==> src/rtl/enc_pkg.sv <==
// enc_pkg: op kinds, MIPS opcode/funct values, loader FSM states and the word encoder.
package enc_pkg;
  localparam logic [3:0] OP_ADD  = 4'd0;
  localparam logic [3:0] OP_SUB  = 4'd1;
  localparam logic [3:0] OP_AND  = 4'd2;
  localparam logic [3:0] OP_OR   = 4'd3;
  localparam logic [3:0] OP_XOR  = 4'd4;
  localparam logic [3:0] OP_NOR  = 4'd5;
  localparam logic [3:0] OP_ADDI = 4'd8;
  localparam logic [3:0] OP_LW   = 4'd9;
  localparam logic [3:0] OP_SW   = 4'd10;
  localparam logic [5:0] OPC_RTYPE = 6'h00;
  localparam logic [5:0] OPC_ADDI  = 6'h08;
  localparam logic [5:0] OPC_LW    = 6'h23;
  localparam logic [5:0] OPC_SW    = 6'h2B;
  localparam logic [5:0] FN_ADD = 6'h20;
  localparam logic [5:0] FN_SUB = 6'h22;
  localparam logic [5:0] FN_AND = 6'h24;
  localparam logic [5:0] FN_OR  = 6'h25;
  localparam logic [5:0] FN_XOR = 6'h26;
  localparam logic [5:0] FN_NOR = 6'h27;
  typedef enum logic {RUN, DRAIN} state_e;
  function automatic logic op_legal(input logic [3:0] op);
    return op <= OP_NOR || (op >= OP_ADDI && op <= OP_SW);
  endfunction
  function automatic logic [31:0] encode(input logic [3:0] op, input logic [4:0] rs, rt, rd,
                                         input logic [15:0] imm);
    logic [5:0] fn, opc;
    fn = op == OP_ADD ? FN_ADD : op == OP_SUB ? FN_SUB : op == OP_AND ? FN_AND :
         op == OP_OR ? FN_OR : op == OP_XOR ? FN_XOR : FN_NOR;
    opc = op == OP_ADDI ? OPC_ADDI : op == OP_LW ? OPC_LW : OPC_SW;
    return op < OP_ADDI ? {OPC_RTYPE, rs, rt, rd, 5'd0, fn} : {opc, rs, rt, imm};
  endfunction
endpackage

==> src/rtl/sync_fifo.sv <==
// sync_fifo: single-clock FIFO with occupancy counter; push when full / pop when empty are ignored.
module sync_fifo #(
  parameter int DEPTH = 4,
  parameter int WIDTH = 33
) (
  input  logic             clk,
  input  logic             rst,
  input  logic             push_i,
  input  logic             pop_i,
  input  logic [WIDTH-1:0] wdata_i,
  output logic [WIDTH-1:0] rdata_o,
  output logic             full_o,
  output logic             empty_o
);
  localparam int AW = $clog2(DEPTH);
  logic [WIDTH-1:0] mem_q [DEPTH];
  logic [AW-1:0] wp_q, rp_q;
  logic [AW:0] cnt_q;
  logic do_push, do_pop;
  assign full_o  = cnt_q == (AW+1)'(DEPTH);
  assign empty_o = cnt_q == '0;
  assign do_push = push_i && !full_o;
  assign do_pop  = pop_i && !empty_o;
  assign rdata_o = mem_q[rp_q];
  always_ff @(posedge clk) if (do_push) mem_q[wp_q] <= wdata_i;
  always_ff @(posedge clk) begin
    if (rst) begin
      wp_q  <= '0;
      rp_q  <= '0;
      cnt_q <= '0;
    end else begin
      if (do_push) wp_q <= wp_q + 1'b1;
      if (do_pop) rp_q <= rp_q + 1'b1;
      cnt_q <= cnt_q + (AW+1)'(do_push) - (AW+1)'(do_pop);
    end
  end
endmodule

==> src/rtl/instr_encoder_loader.sv <==
// instr_encoder_loader: encodes op requests into MIPS words and streams them into imem.
// ENC_ILLEGAL_CHECK_EN drops illegal ops (NOP kept if it carries last) and raises sticky err.
module instr_encoder_loader
  import enc_pkg::*;
#(
  parameter int DEPTH     = 4,
  parameter int ADDR_W    = 8,
  parameter int BASE_ADDR = 0
) (
  input  logic              clk,
  input  logic              rst,
  input  logic              in_valid,
  output logic              in_ready,
  input  logic [3:0]        in_op,
  input  logic [4:0]        in_rs,
  input  logic [4:0]        in_rt,
  input  logic [4:0]        in_rd,
  input  logic [15:0]       in_imm,
  input  logic              in_last,
  output logic              imem_we,
  input  logic              imem_ready,
  output logic [ADDR_W-1:0] imem_addr,
  output logic [31:0]       imem_wdata,
  output logic              done,
  output logic              err
);
  localparam logic [ADDR_W-1:0] BASE = ADDR_W'(BASE_ADDR);
  state_e state_q, state_d;
  logic [ADDR_W-1:0] addr_q, addr_d;
  logic done_q;
  logic full, empty, push, pop, legal, accept, pop_last;
  logic [32:0] wr_data, rd_data;
  assign legal    = op_legal(in_op);
  assign in_ready = state_q == RUN && !full;
  assign accept   = in_valid && in_ready;
  assign pop      = !empty && imem_ready;
  assign pop_last = pop && rd_data[32];
  assign wr_data  = {in_last, legal ? encode(in_op, in_rs, in_rt, in_rd, in_imm) : 32'h0};
`ifdef ENC_ILLEGAL_CHECK_EN
  logic err_q;
  assign push = accept && (legal || in_last);
  assign err  = err_q;
  always_ff @(posedge clk) err_q <= rst ? 1'b0 : err_q | (accept && !legal);
`else
  assign push = accept;
  assign err  = 1'b0;
`endif
  sync_fifo #(.DEPTH(DEPTH), .WIDTH(33)) u_fifo (
    .clk(clk), .rst(rst), .push_i(push), .pop_i(pop), .wdata_i(wr_data),
    .rdata_o(rd_data), .full_o(full), .empty_o(empty)
  );
  assign imem_we    = !empty;
  assign imem_wdata = rd_data[31:0];
  assign imem_addr  = addr_q;
  assign done       = done_q;
  always_comb begin
    addr_d  = pop_last ? BASE : pop ? addr_q + 1'b1 : addr_q;
    state_d = state_q == RUN && accept && in_last ? DRAIN :
              state_q == DRAIN && pop_last ? RUN : state_q;
  end
  always_ff @(posedge clk) begin
    if (rst) begin
      state_q <= RUN;
      addr_q  <= BASE;
      done_q  <= 1'b0;
    end else begin
      state_q <= state_d;
      addr_q  <= addr_d;
      done_q  <= pop_last;
    end
  end
endmodule

==> config.mk <==
export PLATFORM = sky130hd
export DESIGN_NAME = instr_encoder_loader
export DESIGN_NICKNAME = d
export VERILOG_FILES = /design/src/rtl/enc_pkg.sv /design/src/rtl/sync_fifo.sv /design/src/rtl/instr_encoder_loader.sv
export SDC_FILE = /design/constraint.sdc
export NUM_CORES = 1
export LEC_CHECK = 0
export CAP_MARGIN = 10
export CORE_MARGIN = 2
export CORE_UTILIZATION = 40
export DETAILED_ROUTE_END_ITERATION = 16
export HOLD_SLACK_MARGIN = 0.05
export PLACE_DENSITY = 0.71
export RECOVER_POWER = 50
export SLEW_MARGIN = 20
export SYNTH_ARGS = -nofsm -noshare
export SYNTH_HDL_FRONTEND = slang
export SYNTH_SLANG_ARGS = --single-unit
export TNS_END_PERCENT = 10
==> constraint.sdc <==
create_clock -name clk -period 5.85 [get_ports clk]
set_clock_uncertainty 0.1 [all_clocks]
set_input_delay 1.755 -clock clk [delete_from_list [all_inputs] [get_ports clk]]
set_output_delay 1.755 -clock clk [all_outputs]
set_load 0.005 [all_outputs]
# == Yosys cells after proc, flatten, opt, wreduce, memory -nomap -nowiden ==
# Memory sizes are Yosys's and may differ from the RTL's. A register that Yosys moved wholly into a read port is not among the register bits.
# Cells that the tools add are included.
# op_classes
add_sub_neg,5
n_reduce_logical,17
order_cmp,4
mux,15
bitwise,1
eq_ne,7
# ops
op,count
two-way mux 32 bit,2
logical AND 1 bit,10
"adder 8 x 1 -> 8 bit, second input constant",1
"== test 4 x 2 -> 1 bit, second input constant",2
"== test 4 bit, second input constant",2
two-way mux 2 bit,4
two-way mux 3 bit,2
two-way mux 6 bit,1
two-way mux 1 bit,5
"adder 2 x 1 -> 2 bit, second input constant",2
"== test 4 x 1 -> 1 bit, second input constant",1
"== test 4 x 3 -> 1 bit, second input constant",1
"greater-or-equal comparator 4 bit, second input constant",1
"<= comparator 4 x 3 -> 1 bit, second input constant",1
"<= comparator 4 bit, second input constant",1
logical NOT 4 bit,1
"less-than comparator 4 bit, second input constant",1
two-way mux 4 bit,1
adder 3 x 1 -> 3 bit,1
"== test 3 bit, second input constant",1
logical NOT 3 bit,1
subtractor 3 x 1 -> 3 bit,1
logical NOT 1 bit,2
nonzero test 2 bit,1
other kinds (3),3
# totals
ff_bits,17
ramBits,132
wordCells,56
mem_count,1
# mem_list
memory,depth,word_bits,read_ports,rd_clocked_by_memory_dff,wr,line_no,rtl
u_fifo.mem_q,4,33,1,1,1,sync_fifo.sv:16,logic [WIDTH-1:0] mem_q [DEPTH];

# == Depth between registers and ports, before layout ==
# depth
depth_word,8
depth_mapped,10
depth_no_buf,10

# == By module ==
# A second synthesis with hierarchy kept.
# hier_totals
hier_cells,331
hier_area_um2,6090.8
# by_module_without_submodules
mod,seq_area_each_um2,n_inst,area_per_inst_um2,cells_each
sync_fifo,4144.0,1,5286.3,224
instr_encoder_loader,200.2,1,804.5,107

# == Worst setup path after synthesis ==
# OpenSTA, ideal clock, no wires.
# synth_path
kind,input to register
from,input port imem_ready
to,register u_fifo.cnt_q[2]
slack_ns,2.336
required_ns,5.622
n_path_buf,0
stages,10
t_arrival_ns,3.287
path_cell_list,o31ai_2 inv_2 ha_1 inv_1 ha_1 inv_1 fa_1 xor2_1 xnor2_1 nor2_1
# synth_via
elab_chain_len,3
# synth_rtl
element,line_no,rtl
start: declaration,instr_encoder_loader.sv:21,"input logic imem_ready,"
logical AND 1 bit,instr_encoder_loader.sv:36,assign pop = !empty && imem_ready;
via pop,instr_encoder_loader.sv:31,"logic full, empty, push, pop, legal, accept, pop_last;"
logical AND 1 bit,sync_fifo.sv:23,assign do_pop = pop_i && !empty_o;
subtractor 3 x 1 -> 3 bit,sync_fifo.sv:34,cnt_q <= cnt_q + (AW+1)'(do_push) - (AW+1)'(do_pop);
end signal: assignment,sync_fifo.sv:34,
end: declaration,sync_fifo.sv:18,logic [AW:0] cnt_q;
# The timed path passes the listed nets, and every way through them passes these cells.
# A chain may end at the register's enable or synchronous reset.

# == Final worst setup path ==
# layout_path
from,input port in_valid
to,memory u_fifo.mem_q[1][24] (enable)
# layout_via
elab_chain_len,4
# layout_rtl
element,line_no,rtl
start: declaration,instr_encoder_loader.sv:12,"input logic in_valid,"
logical AND 1 bit,instr_encoder_loader.sv:35,assign accept = in_valid && in_ready;
logical AND 1 bit,sync_fifo.sv:22,assign do_push = push_i && !full_o;
via u_fifo.do_push,sync_fifo.sv:19,"logic do_push, do_pop;"
two-way mux 1 bit,sync_fifo.sv:25,always_ff @(posedge clk) if (do_push) mem_q[wp_q] <= wdata_i;
two-way mux 1 bit (implied by the code),sync_fifo.sv:25,
end: declaration,sync_fifo.sv:16,
# The timed path passes the listed nets, and every way through them passes these cells.

==> reports/results.tsv <==
stage	metric	value	unit
critical_path	cp.required	5.73	ns
critical_path	crit_arrival	4.89	ns
die	die-area	14500	um^2
critical_path	startpoint_type	input pin	
die	die_y	121	um
critical_path	cp_top_family	simple AND/OR/NAND/NOR gates	
drt	avgViaCountPerCell	5.12	
global_route	grt_use_total	15.7	%
drt	finalWirelength	10.8	mm
clock_tree	ctsLongestPathBuffers	2	
final_layout	drive_gt1_share	15.4	%
global_route	grt-ovfl-total	0	
clock_tree	numCtsBuffers	17	
drt	antenna_left	0	
critical_path	crit_type	in -> reg	
final_layout	final_util	52.8	%
clock_tree	cts.sinks	135	
drt	first_pass_iters	4	
placement	gp_congestion	0.801	
timing	setup_viol	0	
power	powerDensity	432	nW/um^2
critical_path	critPathSlowestCell	and2_0	
critical_path	crit_buf_inv	2	
clock_tree	ctsHoldBuffers	0	
timing	period_minus_slack	5.02	ns
critical_path	path_max_fanout	29	
clock_tree	clk_latency	0.40	ns
logic_synthesis	syn_avg_cell_area	17.5	um^2
placement	dp_hpwl	6.52	mm
die	placementRows	42	
status	violations	capacitance limit, slew limit	
final_layout	multiInputGateArea	1450	um^2
global_route	grt_max_degree	30	
clock_tree	cts-resized-gates	0	
status	outcome	complete, but fails checks	
placement	io_buffers	80	
drt	wire_per_inst	18.5	um
timing	worstMarginPinSlew	2.21	ns
timing	relSlewSlack	-47.1	%
die	coreArea	13200	um^2
power	leakage	2.39	nW
die	floorplan.initialDensity	41.1	%
logic_synthesis	synthCells	310	
drt	route.detailed.drc	0	
timing	slew_viol_final	30	
clock_tree	cts_tree	yes	
critical_path	cp_cell_sequence	dlygate4sd3_1 > inv_1 > a211oi_1 > and2_0	
final_layout	nFillCells	1085	
final_layout	ff_latch_area	3860	um^2
global_route	grt_pass1_vias	3233	
logic_synthesis	yosysTopAreaCellShare	64.0	%
die	io_pins	84	
logic_synthesis	synth_area_leaders	edfxtp_1, mux4_2, dfxtp_1	
worst_hold_path	hold_class	reg -> reg	
clock_tree	cts_root_buf	clkbuf_16	
critical_path	r2r_slack	2.21	ns
logic_synthesis	netlist_area	5440	um^2
logic_synthesis	synth_seq_area_share	71.0	%
timing	min_period_over_period	85.8	%
critical_path	critPathCaptureType	flip-flop	
die	die_w	121	um
clock_tree	cts_max_level	4	
clock_tree	path_clk_slew	0.06	ns
timing	finalHoldViolCount	0	
timing	fin_tns_setup	0	ns
final_layout	area_delta_synth_final	28.6	%
global_route	grt_antenna_before_repair	0	
drt	drt-initial-drc-count	214	
power	peakVddDrop	0.000230	V
logic_synthesis	synth_area_leader_cell	edfxtp_1	
clock_tree	postCtsSetupBuffers	0	
logic_synthesis	ys_warn_count	0	
timing	rsz0062_at_grt	false	
placement	dpl-instance-area	6400	um^2
drt	vias	2993	
final_layout	antenna_cells	0	
global_route	grt_pass1_wl	17.0	mm
final_layout	fin_area	6990	um^2
run	drv_cap	1	
timing	fmax	199	MHz
critical_path	cpPeakStageDelay	1.73	ns
logic_synthesis	ys_ff_latch	135	
final_layout	finalNetCount	444	
logic_synthesis	synth_cell_types	39	
==> layout by cell type, fill, tap and decap left out, types with 3 or more instances in the layout <==
cell,count
and2_2,3
conb_1,3
mux2i_1,7
nor2_1,20
xor2_1,3
xnor2_1,3
bufinv_16,4
edfxtp_1,116
inv_1,9
clkinv_4,3
and3_1,3
a21oi_1,9
clkinv_1,5
nand3_1,3
o21ai_0,8
clkdlybuf4s50_1,64
and2_1,7
dlygate4sd3_1,16
or3_1,4
a31oi_1,3
clkbuf_16,17
dfxtp_1,18
nor4b_1,3
mux4_2,29
ha_1,7
and2_0,11
nand2_1,6
==> metal layers <==
metal / wire length, um / global-route usage (%)
met5: 0 / 0
met4: 72 / 5.16
met3: 737 / 4.76
met2: 5610 / 27.0
met1: 4380 / 18.7
==> kinds of logic (layout without fill, tap and decap cells) <==
| kind of cell | count (synthesis) | after routing | synth area share [%] |
|---|---|---|---|
| AO/OA/AOI/OAI | 31 | 31 | 3.73 |
| XOR/XNOR | 6 | 6 | 0.966 |
| adder cells (fa/ha/maj) | 8 | 8 | 1.98 |
| buffers and inverters | 27 | 124 | 2.30 |
| flip-flops | 135 | 135 | 71.0 |
| multiplexers | 36 | 36 | 13.3 |
| other | 1 | 3 | 0.0689 |
| AND/OR/NAND/NOR | 66 | 66 | 6.63 |
==> worst min-delay path, stage by stage, from the launching register on <==
cell     delay (ns)
dfxtp_1        0.34
nand2_1        0.07
a21oi_1        0.06
==> cells in the mapped netlist <==
| master | instances |
|---|---|
| nand2_1 | 6 |
| conb_1 | 1 |
| a31oi_1 | 3 |
| and2_1 | 21 |
| mux4_2 | 29 |
| buf_1 | 2 |
| xnor2_1 | 3 |
| or3_1 | 4 |
| o21ai_0 | 8 |
| o21a_1 | 2 |
| clkbuf_1 | 7 |
| mux2i_1 | 7 |
| a32o_1 | 1 |
| o31ai_2 | 1 |
| a22oi_1 | 2 |
| inv_1 | 8 |
| fa_1 | 1 |
| edfxtp_1 | 116 |
| nand3_1 | 3 |
| nand3b_1 | 2 |
| dfxtp_1 | 19 |
| a22o_1 | 1 |
| inv_2 | 1 |
| nand2b_1 | 1 |
| a211oi_2 | 1 |
| a311o_1 | 1 |
| buf_4 | 5 |
| xor2_1 | 3 |
| nor2b_1 | 1 |
| nor3_1 | 1 |
| nor2_1 | 20 |
| nand2b_4 | 1 |
| and3_1 | 3 |
| ha_1 | 7 |
| a21oi_1 | 9 |
| nor4b_1 | 3 |
| a21boi_0 | 1 |
| buf_2 | 4 |
| a21o_1 | 1 |
==> registers in the layout, indices dropped and copies added (netlist names), named ones only <==
| register | flops |
|---|---|
| done | 1 |
| u_fifo.rp_q | 2 |
| u_fifo.mem_q | 116 |
| imem_addr | 8 |
| u_fifo.wp_q | 2 |
| state_q | 1 |
| u_fifo.cnt_q | 3 |
==> area by class of cell <==
cell class / instances / area share (%)
flip-flops and latches: 135 / 55.3
multi-input cells: 150 / 20.7
repair buffers: 83 / 11.7
clock buffers: 17 / 6.08
well taps: 176 / 3.15
clock inverters: 15 / 2.63
inverters: 9 / 0.483
==> through the flow <==
step	cells	hold WS (ns)	total power [mW]	setup WS, ns
floorplan	312	0.372	1.63	2.34
global placement	552	0.380	1.96	1.65
detailed placement	552	0.398	1.97	1.55
CTS	584	0.411	3.06	1.27
global route	585	0.428	3.15	0.629
finish	585	0.413	3.02	0.833
==> path summary, 6_finish.rpt <==
path | end | start | cells past startpoint
setup reg to reg | u_fifo.mem_q[1][24]$_DFFE_PP_ | u_fifo.cnt_q[1]$_SDFF_PP0_ | 3
hold reg to reg | imem_addr[1]$_SDFFE_PP0P_ | imem_addr[1]$_SDFFE_PP0P_ | 2
setup / recovery | u_fifo.mem_q[1][24]$_DFFE_PP_ | in_valid | 4
hold / removal | imem_addr[1]$_SDFFE_PP0P_ | imem_addr[1]$_SDFFE_PP0P_ | 2
==> power by group <==
group / switching [mW] / internal (mW) / total (mW)
clock network: 0.384 / 0.707 / 1.09
registers: 0.0797 / 1.18 / 1.26
logic: 0.270 / 0.403 / 0.673
Power figures use the tool's default switching activity.
==> patch, RTL diff (same flow settings) <==
`DEPTH` is set to 4 in 2 places; all go to 2.
--- a/src/rtl/sync_fifo.sv
+++ b/src/rtl/sync_fifo.sv
@@ -1,6 +1,6 @@
 // sync_fifo: single-clock FIFO with occupancy counter; push when full / pop when empty are ignored.
 module sync_fifo #(
-  parameter int DEPTH = 4,
+  parameter int DEPTH = 2,
   parameter int WIDTH = 33
 ) (
   input  logic             clk,
--- a/src/rtl/instr_encoder_loader.sv
+++ b/src/rtl/instr_encoder_loader.sv
@@ -3,7 +3,7 @@
 module instr_encoder_loader
   import enc_pkg::*;
 #(
-  parameter int DEPTH     = 4,
+  parameter int DEPTH     = 2,
   parameter int ADDR_W    = 8,
   parameter int BASE_ADDR = 0
 ) (
Check against the original RTL: not equivalent (a bounded check fails within 4 cycles, from zero or initial values and one cycle with rst high).
==> patch against the unedited design <==
- the flow still finishes with violations (capacitance limit, slew limit)
- largest cell class unchanged
- wire length shrank 46%
- worst setup slack gained 0.67 ns
- count of clock-buffer cells in the layout decreased by 4
- largest power group unchanged
- sequential cell count shrank 62
- final area down 39%
- non-clock buffer count did not move
- power down 49%
- area after synthesis fell by 42%
==> patch: results (changes against the unedited design) <==
Status: finished, violations left
Failing checks: capacitance limit, slew limit
Worst slew pin tran: 1.73 ns (-0.472 ns)
Number of DRC markers in iteration 0: 109 (-49%)
Nets: 352 (-21%)
Slowest cell on the critical path: clkbuf_1
Maximum vdd ir drop: 0.193 mV (-16%)
Fin cells: 416 (-29%)
Most frequent cells after synthesis: edfxtp_1 (58), mux2_2 (28), and2_1 (19)
Max_cap viols: 2 (+1)
Combinational fraction of design power: 0.294 (+0.071)
Inst Count DP: 400 (-28%)
Compound-Gate Fraction of Synth Area: 0.0679 (+0.0307)
Count of final max-slew check failures: 60 (+100%)
Number of global-route vias before repair: 2,053 (-36%)
Worst hold slack: 0.393 ns (-0.0197 ns)
Crit path max-delay family: buffers and inverters
Pwr per Cell Area: 365 mW/mm^2 (-16%)
DP Area: 0.00404 mm^2 (-37%)
Dpl ws: 2.01 ns (+0.466 ns)
CTS HTree Levels: 3 (-1)
Tot GR Track Use: 0.143 (-0.0132)
Share of layout cells above drive strength 1: 0.156 (+0.00202)
Reg2reg setup slack: 3.04 ns (+0.83 ns)
Max Freq: 0.230 GHz (+15%)
Hold endpoint: imem_addr[7]$_SDFFE_PP0P_
Seq/Total Area, Yosys: 0.645 (-0.0658)
Worst R2R Path Depth: 4 (+1)
DRT Wirelength: 5.87 mm (-46%)
Critical Path AT: 4.16 ns (-0.73 ns)
XOR/XNOR Fraction of Synth Area: 0.0111 (+0.00140)
Syn Inst Count: 227 (-27%)
Vias per inst: 4.86 (-5.0%)
Cell internal pwr: 0.00115 W (-50%)
Synth area leaders: edfxtp_1 (55%), mux2_2 (10%), dfxtp_1 (9.5%)
Hold_sp: imem_addr[7]$_SDFFE_PP0P_
Worst-skew pair later-pin latency: 0.33 ns (-0.07 ns)
First-pass GRT wire length: 9.61 mm (-43%)
GPL Wtd Cong: 0.690 (-14%)
TritonCTS Buffers: 9 (-8)
Multiplexer area fraction after synthesis: 0.128 (-0.00500)
Clock root cell: clkbuf_8
Seq power: 0.000694 W (-45%)
P_leak: 1.56 nW (-35%)
Critical Path End: u_fifo.mem_q[0][4]$_DFFE_PP_
Detailed placement HPWL: 3.91 mm (-40%)
==> patch: cell count changes after synthesis, moves of 4 or more <==
cell | unedited run | this run
mux2_2 | 0 | 28
dfxtp_1 | 19 | 15
clkbuf_1 | 7 | 3
mux4_2 | 29 | 0
edfxtp_1 | 116 | 58
ha_1 | 7 | 3
nor2_1 | 20 | 14
==> patch: area by class of cell <==
cell class                 count  area [um^2]
sequential                    73         2040
clock inverter                 3         18.8
inverter                       8         30.0
multi-input combinational    134         1010
timing repair buffer          83          816
clock buffer                  13          191
fill                         684         3450
tap                          102          128
==> patch: cells by family after synthesis <==
kind of cell    count (synthesis)
flops                          73
buf+inv                        22
mux                            37
other cells                     1
simple gates                   56
compound gates                 31
fa+ha+maj                       3
xor+xnor                        4
==> patch: per-layer routing <==
metal,vias to the layer above,share of wire,global-route usage,wire (um)
met4,0,0,0.0257,0
met1,972,0.44,0.181,2590
met3,0,0.053,0.0451,311
met5,-,0,0,0
li1,996,-,-,-
met2,55,0.51,0.246,2970
